===== src/rtl/core_pkg.sv =====
// Shared definitions for the RV32I multi-cycle control sequencer:
// state encodings, next-PC operation codes and decoder MemOp bit positions.
package core_pkg;

  // Sequencer states. The numeric values are visible on the debug State port.
  typedef enum logic [3:0] {
    S_RESET      = 4'd0,
    S_FETCH      = 4'd1,
    S_FETCH_WAIT = 4'd2,
    S_DECODE     = 4'd3,
    S_REGREAD    = 4'd4,
    S_EXEC       = 4'd5,
    S_MEM        = 4'd6,
    S_MEM_WAIT   = 4'd7,
    S_WRITEBACK  = 4'd8,
    S_HALT       = 4'd9,
    S_FAULT      = 4'd10
  } state_t;

  // Next-PC operations understood by the pc unit.
  localparam logic [1:0] PC_HOLD   = 2'b00;
  localparam logic [1:0] PC_INC    = 2'b01;
  localparam logic [1:0] PC_BRANCH = 2'b10;
  localparam logic [1:0] PC_RESET  = 2'b11;
  localparam logic [1:0] PC_INTVEC = 2'b11;

  // Decoder MemOp field: bit 4 marks a memory instruction, bit 3 a store.
  localparam int MEMOP_VALID = 4;
  localparam int MEMOP_STORE = 3;

  // True in the two states that wait on the memory controller.
  function automatic logic is_wait_state(input state_t s);
    return (s == S_FETCH_WAIT) || (s == S_MEM_WAIT);
  endfunction

endpackage


===== src/rtl/core_sequencer_if.sv =====
// Command/response handshake between the sequencer and the memory controller.
interface core_sequencer_if;

  logic MemReady;      // controller can accept a command
  logic MemDataReady;  // outstanding transaction complete
  logic MemExecute;    // one-cycle command pulse
  logic MemWe;         // write qualifier, valid with MemExecute

  // The sequencer issues commands.
  modport master (
    output MemExecute,
    output MemWe,
    input  MemReady,
    input  MemDataReady
  );

  // The memory controller services them.
  modport slave (
    input  MemExecute,
    input  MemWe,
    output MemReady,
    output MemDataReady
  );

endinterface


===== src/rtl/seq_watchdog.sv =====
// Memory-transaction watchdog. Counts cycles while enabled and flags expiry
// on the cycle that would bring the count up to LIMIT. Because expire is
// qualified by en, a completion arriving in the expiry cycle (which drops en)
// always beats the timeout.
module seq_watchdog #(
  parameter int LIMIT = 255
) (
  input  logic clk,
  input  logic srst,
  input  logic clr,
  input  logic en,
  output logic expire
);

  localparam int W = $clog2(LIMIT + 1);
  localparam logic [W-1:0] LAST = W'(LIMIT - 1);

  logic [W-1:0] count_reg;

  // Count idle wait cycles; cleared whenever the owner is not waiting.
  always_ff @(posedge clk) begin
    if (srst || clr) begin
      count_reg <= '0;
    end else if (en) begin
      count_reg <= count_reg + 1'b1;
    end
  end

  assign expire = en && (count_reg == LAST);

endmodule


===== src/rtl/core_sequencer.sv =====
// Multi-cycle control FSM for the RV32I core. Walks each instruction through
// fetch, decode, register read, execute, optional memory access and
// writeback, driving stage enables and the next-PC operation. Every control
// output is a register loaded on the edge that enters the state it belongs
// to, so the outputs are clean decodes of the current state with no
// combinational path from inputs. Interrupts are taken only on entry to
// WRITEBACK and halt requests only in FETCH; stuck memory transactions are
// trapped by a watchdog into a sticky FAULT state. MEM_TIMEOUT must be >= 2.
module core_sequencer
  import core_pkg::*;
#(
  parameter int MEM_TIMEOUT = 255
) (
  input  logic                    Clk,
  input  logic                    Reset,
  input  logic                    Halt,
  input  logic                    Int,
  output logic                    IntAck,
  input  logic                    TrapExit,
  input  logic                    RegDwe,
  input  logic [4:0]              MemOp,
  input  logic                    AluWait,
  input  logic                    ShouldBranch,
  core_sequencer_if.master        mem,
  output logic                    InstLatch,
  output logic                    DecodeEn,
  output logic                    RegRead,
  output logic                    AluEn,
  output logic                    RegWrite,
  output logic                    EpcWe,
  output logic [1:0]              PcOp,
  output logic                    Halted,
  output logic                    Fault,
  output logic [31:0]             Retired,
  output logic [3:0]              State
);

  state_t      state_reg;
  logic        mem_execute_reg;
  logic        mem_we_reg;
  logic        inst_latch_reg;
  logic        decode_en_reg;
  logic        reg_read_reg;
  logic        alu_en_reg;
  logic        reg_write_reg;
  logic        epc_we_reg;
  logic        int_ack_reg;
  logic [1:0]  pc_op_reg;
  logic        halted_reg;
  logic        fault_reg;
  logic [31:0] retired_reg;
  logic        int_en_reg;

  logic        in_wait;
  logic        wd_clr;
  logic        wd_en;
  logic        wd_expire;
  logic        enter_wb;
  logic        take_int;
  logic [1:0]  wb_pc_op;

  // Only the valid and store bits of MemOp matter to sequencing; the access
  // size bits are consumed by the memory controller directly.
  logic unused_memop;
  assign unused_memop = ^MemOp[2:0];

  // The watchdog runs only while a memory transaction is outstanding and is
  // held clear in every other state, so each wait state starts from zero.
  assign in_wait = is_wait_state(state_reg);
  assign wd_clr  = !in_wait;
  assign wd_en   = in_wait && !mem.MemDataReady;

  seq_watchdog #(
    .LIMIT (MEM_TIMEOUT)
  ) u_watchdog (
    .clk    (Clk),
    .srst   (Reset),
    .clr    (wd_clr),
    .en     (wd_en),
    .expire (wd_expire)
  );

  // Writeback entry conditions and the retirement decisions made on that
  // edge. A trap return blocks interrupt entry for this instruction so the
  // handler's own return retires before the next interrupt is taken.
  always_comb begin
    enter_wb = 1'b0;
    if ((state_reg == S_EXEC) && !AluWait && !MemOp[MEMOP_VALID]) begin
      enter_wb = 1'b1;
    end
    if ((state_reg == S_MEM_WAIT) && mem.MemDataReady) begin
      enter_wb = 1'b1;
    end
    take_int = Int && int_en_reg && !TrapExit;
    if (take_int) begin
      wb_pc_op = PC_INTVEC;
    end else if (ShouldBranch) begin
      wb_pc_op = PC_BRANCH;
    end else begin
      wb_pc_op = PC_INC;
    end
  end

  // State transitions together with the registered outputs of the next state.
  always_ff @(posedge Clk) begin
    if (Reset) begin
      state_reg       <= S_RESET;
      mem_execute_reg <= 1'b0;
      mem_we_reg      <= 1'b0;
      inst_latch_reg  <= 1'b0;
      decode_en_reg   <= 1'b0;
      reg_read_reg    <= 1'b0;
      alu_en_reg      <= 1'b0;
      reg_write_reg   <= 1'b0;
      epc_we_reg      <= 1'b0;
      int_ack_reg     <= 1'b0;
      pc_op_reg       <= PC_RESET;
      halted_reg      <= 1'b0;
      fault_reg       <= 1'b0;
      retired_reg     <= '0;
      int_en_reg      <= 1'b1;
    end else begin
      // Pulses and stage enables default low, PC defaults to hold.
      mem_execute_reg <= 1'b0;
      mem_we_reg      <= 1'b0;
      inst_latch_reg  <= 1'b0;
      decode_en_reg   <= 1'b0;
      reg_read_reg    <= 1'b0;
      alu_en_reg      <= 1'b0;
      reg_write_reg   <= 1'b0;
      epc_we_reg      <= 1'b0;
      int_ack_reg     <= 1'b0;
      pc_op_reg       <= PC_HOLD;
      halted_reg      <= 1'b0;
      fault_reg       <= 1'b0;

      case (state_reg)
        S_RESET: begin
          state_reg <= S_FETCH;
        end

        S_FETCH: begin
          if (Halt) begin
            state_reg  <= S_HALT;
            halted_reg <= 1'b1;
          end else if (mem.MemReady) begin
            state_reg       <= S_FETCH_WAIT;
            mem_execute_reg <= 1'b1;
          end
        end

        S_FETCH_WAIT: begin
          if (mem.MemDataReady) begin
            state_reg      <= S_DECODE;
            inst_latch_reg <= 1'b1;
            decode_en_reg  <= 1'b1;
          end else if (wd_expire) begin
            state_reg <= S_FAULT;
            fault_reg <= 1'b1;
          end
        end

        S_DECODE: begin
          state_reg    <= S_REGREAD;
          reg_read_reg <= 1'b1;
        end

        S_REGREAD: begin
          state_reg  <= S_EXEC;
          alu_en_reg <= 1'b1;
        end

        // The non-memory exit to WRITEBACK is handled by enter_wb below.
        S_EXEC: begin
          if (AluWait) begin
            alu_en_reg <= 1'b1;
          end else if (MemOp[MEMOP_VALID]) begin
            state_reg <= S_MEM;
          end
        end

        // MemOp is held by the decoder, so the store bit is read directly.
        S_MEM: begin
          if (mem.MemReady) begin
            state_reg       <= S_MEM_WAIT;
            mem_execute_reg <= 1'b1;
            mem_we_reg      <= MemOp[MEMOP_STORE];
          end
        end

        // Completion exits through enter_wb; only the timeout is handled here.
        S_MEM_WAIT: begin
          if (!mem.MemDataReady && wd_expire) begin
            state_reg <= S_FAULT;
            fault_reg <= 1'b1;
          end
        end

        S_WRITEBACK: begin
          state_reg <= S_FETCH;
        end

        // Resume fetching at the same PC once the request drops.
        S_HALT: begin
          if (Halt) begin
            halted_reg <= 1'b1;
          end else begin
            state_reg <= S_FETCH;
          end
        end

        S_FAULT: begin
          fault_reg <= 1'b1;
        end

        default: begin
          state_reg <= S_FAULT;
          fault_reg <= 1'b1;
        end
      endcase

      // Retire the instruction on the edge that enters WRITEBACK.
      if (enter_wb) begin
        state_reg     <= S_WRITEBACK;
        reg_write_reg <= RegDwe;
        retired_reg   <= retired_reg + 32'd1;
        pc_op_reg     <= wb_pc_op;
        int_ack_reg   <= take_int;
        epc_we_reg    <= take_int;
        if (take_int) begin
          int_en_reg <= 1'b0;
        end else if (TrapExit) begin
          int_en_reg <= 1'b1;
        end
      end
    end
  end

  assign mem.MemExecute = mem_execute_reg;
  assign mem.MemWe      = mem_we_reg;
  assign IntAck         = int_ack_reg;
  assign InstLatch      = inst_latch_reg;
  assign DecodeEn       = decode_en_reg;
  assign RegRead        = reg_read_reg;
  assign AluEn          = alu_en_reg;
  assign RegWrite       = reg_write_reg;
  assign EpcWe          = epc_we_reg;
  assign PcOp           = pc_op_reg;
  assign Halted         = halted_reg;
  assign Fault          = fault_reg;
  assign Retired        = retired_reg;
  assign State          = state_reg;

endmodule


===== src/flat_wrapper.sv =====
// flat-port wrapper written by rule: the top's interface ports become plain ports
module core_sequencer_flat import core_pkg::*;
#(
  parameter int MEM_TIMEOUT = 255
)
  (Clk, Reset, Halt, Int, IntAck, TrapExit, RegDwe, MemOp, AluWait, ShouldBranch, InstLatch, DecodeEn, RegRead, AluEn, RegWrite, EpcWe, PcOp, Halted, Fault, Retired, State, mem_MemExecute, mem_MemWe, mem_MemReady, mem_MemDataReady);
  core_sequencer_if mem_i ();
  input  logic Clk;
  input  logic Reset;
  input  logic Halt;
  input  logic Int;
  output logic IntAck;
  input  logic TrapExit;
  input  logic RegDwe;
  input  logic [4:0] MemOp;
  input  logic AluWait;
  input  logic ShouldBranch;
  output logic InstLatch;
  output logic DecodeEn;
  output logic RegRead;
  output logic AluEn;
  output logic RegWrite;
  output logic EpcWe;
  output logic [1:0] PcOp;
  output logic Halted;
  output logic Fault;
  output logic [31:0] Retired;
  output logic [3:0] State;
  output wire logic [$bits(mem_i.MemExecute)-1:0] mem_MemExecute;
  output wire logic [$bits(mem_i.MemWe)-1:0] mem_MemWe;
  input wire logic [$bits(mem_i.MemReady)-1:0] mem_MemReady;
  input wire logic [$bits(mem_i.MemDataReady)-1:0] mem_MemDataReady;
  assign mem_MemExecute = mem_i.MemExecute;
  assign mem_MemWe = mem_i.MemWe;
  assign mem_i.MemReady = mem_MemReady;
  assign mem_i.MemDataReady = mem_MemDataReady;
  core_sequencer #(.MEM_TIMEOUT(MEM_TIMEOUT)) u_core (.Clk(Clk), .Reset(Reset), .Halt(Halt), .Int(Int), .IntAck(IntAck), .TrapExit(TrapExit), .RegDwe(RegDwe), .MemOp(MemOp), .AluWait(AluWait), .ShouldBranch(ShouldBranch), .mem(mem_i), .InstLatch(InstLatch), .DecodeEn(DecodeEn), .RegRead(RegRead), .AluEn(AluEn), .RegWrite(RegWrite), .EpcWe(EpcWe), .PcOp(PcOp), .Halted(Halted), .Fault(Fault), .Retired(Retired), .State(State));
endmodule

===== config.mk =====
export PLATFORM = sky130hd
export DESIGN_NAME = core_sequencer_flat
export DESIGN_NICKNAME = d
export VERILOG_FILES = /design/src/rtl/core_pkg.sv /design/src/rtl/core_sequencer_if.sv /design/src/rtl/seq_watchdog.sv /design/src/rtl/core_sequencer.sv /design/src/flat_wrapper.sv
export SDC_FILE = /design/constraint.sdc
export NUM_CORES = 1
export LEC_CHECK = 0
export CORE_MARGIN = 1.5
export CORE_UTILIZATION = 61
export DETAILED_ROUTE_END_ITERATION = 10
export DONT_BUFFER_PORTS = 1
export PLACE_DENSITY = 0.74
export SYNTH_ARGS = -nofsm -noshare
export SYNTH_HDL_FRONTEND = slang
export SYNTH_SLANG_ARGS = --single-unit

===== constraint.sdc =====
create_clock -name Clk -period 2.25 [get_ports Clk]
set_input_delay 0.225 -clock Clk [delete_from_list [all_inputs] [get_ports Clk]]
set_output_delay 0.225 -clock Clk [all_outputs]
set_load 0.05 [all_outputs]

==> flow_summary.yaml, run 1 <==
cts:
  cts-root-buf: "clkbuf_8"
  cts.clk_slew.worst_paths_ns: 0.09
  cts_setup_buffers: 0
  numCtsBuffers: 5
  clk_latency_ns: 0.30
  clock-sinks: 56
  clockBufferDepth: 2
  h-tree-depth: 2
  cts-resized-gates: 0
  cts_tree: "yes"
sta:
  period_minus_slack_ns: 2.04
  hold_viol: 0
  rsz0062_at_grt: "false"
  fin_tns_setup_ns: 0
  finalSetupViolCount: 0
  finalCritPeriodShare_pct: 90.6
  clock_skew_ns: 0.00593
  relSlewSlack_pct: 60.8
  max_clock_freq_ghz: 0.490
  slew_violations: 0
  fin_ws_ns: 0.211
  tightest_slew_ns: 0.587
logic_synthesis:
  ys_seq_elements: 56
  yosysWarnings: 0
  netlist_instances: 319
  synth_cell_types: 57
  synth_edf_count: 0
  syn_nets: 337
  synth_ff_type: "dfxtp_1"
  syn_area_per_cell_um2: 8.61
  synth_area_um2: 2750
  yosysSeqAreaShare_pct: 40.8
  async_flop_share_pct: 0
cells_and_area:
  fin_nets: 367
  drive_above_1_share_pct: 16.6
  final_cell_mix: "dfxtp_1 (54), buf_4 (38), nor2_1 (34)"
  fillCellCount: 329
  final_common_cell: "dfxtp_1"
  n_antenna_cell: 0
  largest_register_ffs: 32
  syn_to_final_growth_pct: 13.0
floorplan:
  rows: 24
  core_um2: 4350
  die_h_um: 70.1
  io_pins: 64
  die_x_um: 70.1
  start_util_pct: 63.1
  die-area_um2: 4910
placement:
  dp_slack_ns: 0.231
  routabilityCongestion: 0.890
  dp_hpwl_mm: 4.27
  io_buffer_count: 0
pwr:
  p_leak_nw: 1.15
  vdd_drop_max_uv: 357
  power_density_nw_per_um2: 630
job:
  cap_violations: 0
routing:
  wl_mm: 6.05
  vias: 2391
  ant_nets: 0
  dr.pass1.iters: 4
  via_per_inst: 5.95
  drcViolationCount: 0
  drtIter0Drc: 195
  post_drt_wl_per_cell_um: 15.1
grt:
  antenna_found_initial: 0
  grt-ovfl-total: 0
  grt_usage_pct: 25.4
  grt_pass1_vias: 2190
  grt_pass1_wl_mm: 10.2
  grt_max_degree: 36
critical_path:
  crit_path_max_fanout: 19
  max_stage_delay_ns: 0.58
  endpoint_kind: "register"
  critPathKind: "register to register"
  cp.required_ns: 2.49
  arrival_ns: 2.27
  startpoint_type: "register"
  worst_path_max_delay_cell: "or4b_1"
  worstPathBufferInverterCount: 0
  path_cells: "nand4_2, nor4_4, nand4_4, or4b_1, a21oi_1"
  path_delay_family: "simple AND/OR/NAND/NOR gates"
min_path:
  min_path_type: "input pin to register"
outcome:
  status: "complete, no violations"
==> worst reg2reg max path, cell delays in order, from the launching register on <==
cell	delay, ns
dfxtp_1	0.37
nand4_2	0.15
nor4_4	0.43
nand4_4	0.29
or4b_1	0.58
a21oi_1	0.16
==> path summary, 6_finish.rpt <==
kind	depth (start not counted)	start	slack, ns	to
worst min register to register	1	u_core.int_en_reg	0.51	u_core.int_en_reg
worst min-delay path	1	Reset	0.03	u_core.int_en_reg
worst max register to register	5	u_core.Retired[7]	0.21	u_core.Retired[25]
worst max-delay path	5	u_core.Retired[7]	0.21	u_core.Retired[25]
==> layer usage <==
metal	vias to the layer above	track usage, %	part of all wire, %	wire [um]
li1	1205	-	-	-
met1	1106	35.1	48	2910
met2	76	39.0	45	2730
met3	4	6.20	6.1	367
met4	0	8.33	0.83	50
met5	-	0	0	0
==> report_power, final <==
| group | switching (mW) | internal, mW |
|---|---|---|
| sequential | 0.0450 | 1.02 |
| combinational | 0.225 | 0.113 |
| clock | 0.306 | 0.252 |
| total | 0.576 | 1.38 |
==> logic make-up after synthesis <==
| kind of cell | Yosys count | share of synthesized area, % |
|---|---|---|
| AOI/OAI and AO/OA | 66 | 15.2 |
| xor gates and xnor gates | 22 | 7.02 |
| adders and majority gates | 3 | 1.37 |
| buffers and inverters | 28 | 5.47 |
| DFF | 56 | 40.8 |
| muxes | 1 | 0.364 |
| and+or+nand+nor | 143 | 29.7 |
==> synth_stat cells (2+ instances only) <==
cell	count	area (um2)
dfxtp_1	56	1120
nor2_1	34	128
a21oi_1	24	120
nand2_1	23	86.3
o21ai_0	18	90.1
or3_1	15	93.8
nand3_1	14	70.1
inv_1	12	45.0
xnor2_1	12	105
nand4_1	10	62.6
xor2_1	10	87.6
nor3_1	8	40.0
and3_1	6	37.5
clkbuf_1	6	22.5
and4_1	4	35.0
buf_2	4	20.0
buf_6	3	33.8
ha_1	3	37.5
nor2b_1	3	18.8
nor3b_1	3	22.5
nor4_1	3	18.8
o31ai_1	3	22.5
or4_1	3	22.5
a211oi_1	2	15.0
a22oi_1	2	15.0
a311oi_1	2	17.5
and2_1	2	12.5
buf_4	2	15.0
o21a_1	2	15.0
o32ai_1	2	17.5
or2_2	2	12.5
==> what timing repair did <==
| action | in CTS | in global routing |
|---|---|---|
| endpoints found under the hold margin | 35 | 0 |
| hold buffers | 1 | 0 |
| setup endpoints to repair | 0 | 0 |
==> area by class of cell <==
type,count,area (um2),share of cell area (%)
inverter,12,45.0,1.45
sequential,56,1120,36.2
tap,52,65.1,2.10
multi-input combinational,235,1480,47.5
clock buffer,8,90.1,2.90
timing repair buffer,39,305,9.83
==> metrics by stage <==
stage | instance area [um2] | hold WS, ns | total power, mW | util [%] | instances
final | 3100 | 0.0327 | 1.96 | 71.3 | 402
after global routing | 3100 | 0.0205 | 2.04 | 71.3 | 402
after CTS | 3100 | 0.0167 | 1.97 | 71.3 | 402
after detailed placement | 2990 | 0.299 | 1.40 | 68.8 | 393
after global placement | 2990 | 0.297 | 1.40 | 68.8 | 393
after floorplan | 2750 | 0.364 | 1.37 | - | 319
Power figures use the tool's default switching activity.
==> run 2, diff against run 1 <==
--- a/config.mk
+++ b/config.mk
@@ -9,7 +9,7 @@
 export CORE_UTILIZATION = 61
 export DETAILED_ROUTE_END_ITERATION = 10
 export DONT_BUFFER_PORTS = 1
-export PLACE_DENSITY = 0.74
+export PLACE_DENSITY = 0.85
 export SYNTH_ARGS = -nofsm -noshare
 export SYNTH_HDL_FRONTEND = slang
 export SYNTH_SLANG_ARGS = --single-unit
==> constraint.sdc (replaced) <==
create_clock -name Clk -period 2.1 [get_ports Clk]
set_input_delay 0.21 -clock Clk [delete_from_list [all_inputs] [get_ports Clk]]
set_output_delay 0.21 -clock Clk [all_outputs]
set_load 0.05 [all_outputs]
==> run 2 against run 1 <==
- via count is 6.0% higher
- clock-buffer cell count is 2 lower
- routed wire length is 6.9% higher
- clock skew is 0.00053 ns higher
- die area stayed put
- combinational power is 7.7% higher
- largest cell class unchanged
==> flow_summary.yaml, run 2 (synthesized netlist as in run 1, its figures left out) <==
routing:
  drtIter0Drc: 252
  drcViolationCount: 0
  wl_mm: 6.47
  dr.pass1.iters: 7
  ant_nets: 0
  via_per_inst: 6.17
  post_drt_wl_per_cell_um: 15.7
  vias: 2534
pwr:
  vdd_drop_max_uv: 372
  p_leak_nw: 1.20
  power_density_nw_per_um2: 666
floorplan:
  rows: 24
  start_util_pct: 63.1
  io_pins: 64
  core_um2: 4350
  die_x_um: 70.1
  die_h_um: 70.1
  die-area_um2: 4910
cts:
  clockBufferDepth: 2
  cts.clk_slew.worst_paths_ns: 0.09
  h-tree-depth: 2
  cts-resized-gates: 0
  clock-sinks: 56
  numCtsBuffers: 5
  ctsHoldBuffers: 2
  cts-root-buf: "clkbuf_8"
  cts_setup_buffers: 0
  cts_tree: "yes"
  clk_latency_ns: 0.31
placement:
  dp.cells: 401
  routabilityCongestion: 0.874
  io_buffer_count: 0
  dp_hpwl_mm: 4.57
grt:
  grt_max_degree: 36
  antenna_found_initial: 0
  grt_pass1_vias: 2339
  grt-ovfl-total: 0
  grt_usage_pct: 27.1
  grt_pass1_wl_mm: 10.7
cells_and_area:
  drive_above_1_share_pct: 23.1
  n_antenna_cell: 0
  fin_cells: 411
  syn_to_final_growth_pct: 16.5
  fin_nets: 376
  final_common_cell: "buf_4"
  final_cell_mix: "buf_4 (46), dfxtp_1 (39), nor2_1 (34)"
  largest_register_ffs: 32
sta:
  finalSetupViolCount: 0
  relSlewSlack_pct: 63.7
  tightest_slew_ns: 0.544
  period_minus_slack_ns: 2.00
  hold_viol: 0
  max_clock_freq_ghz: 0.501
  finalCritPeriodShare_pct: 95.1
  rsz0062_at_grt: "false"
  fin_tns_setup_ns: 0
  clock_skew_ns: 0.00646
  slew_violations: 0
  whs_ns: 0.0349
min_path:
  min_path_type: "input pin to register"
critical_path:
  endpoint_kind: "register"
  arrival_ns: 2.24
  crit_path_max_fanout: 11
  cp.required_ns: 2.35
  path_cells: "ha_1, nor4bb_1, a22o_1, nand3_2, buf_4, or3_1, a21oi_1"
  max_stage_delay_ns: 0.35
  startpoint_type: "register"
  worst_path_max_delay_cell: "or3_1"
  critPathKind: "register to register"
job:
  cap_violations: 0
outcome:
  status: "complete, no violations"
run 2: path summary, 6_finish.rpt:
check	depth (start not counted)	slack [ns]	startpoint	end
max	7	0.10	u_core.Retired[1]	u_core.Retired[18]
min	1	0.03	TrapExit	u_core.int_en_reg
max reg2reg	7	0.10	u_core.Retired[1]	u_core.Retired[18]
min reg2reg	1	0.51	u_core.int_en_reg	u_core.int_en_reg
run 2: critical path, delay by kind of cell (launching register included):
family / cells / cell delay, ns
adder cells (fa/ha/maj): 1 / 0.17
AO/OA/AOI/OAI: 2 / 0.39
flip-flops: 1 / 0.34
buffers and inverters: 1 / 0.21
AND/OR/NAND/NOR: 3 / 0.81
run 2: per-layer routing:
metal | GRT usage, % | up-vias | routed length [um]
met5 | 0 | - | 0
met4 | 8.12 | 0 | 78
met2 | 44.8 | 97 | 3080
li1 | - | 1231 | -
met3 | 7.50 | 11 | 439
met1 | 34.8 | 1195 | 2880
run 2: cell type report:
class	instances	area, um2
clock inverters	2	15.0
fillers	333	1150
clock buffers	6	82.6
repair buffers	48	375
multi-input cells	235	1480
inverters	12	45.0
flip-flops and latches	56	1140
well taps	52	65.1
run 2: power breakdown:
| part | internal, mW | leakage [nW] | switching, mW |
|---|---|---|---|
| combinational | 0.132 | 0.699 | 0.232 |
| sequential | 1.09 | 0.461 | 0.0650 |
| clock | 0.267 | 0.0434 | 0.343 |
run 2: through the flow:
stage	setup WS, ns	utilization, %	cell area (um2)	total power [mW]
after CTS	0.132	73.5	3200	2.14
after global routing	0.0294	73.5	3200	2.21
after detailed placement	0.164	70.6	3070	1.52
final	0.103	73.5	3200	2.13
after global placement	0.222	70.6	3070	1.51
after floorplan	0.00759	-	2770	1.47
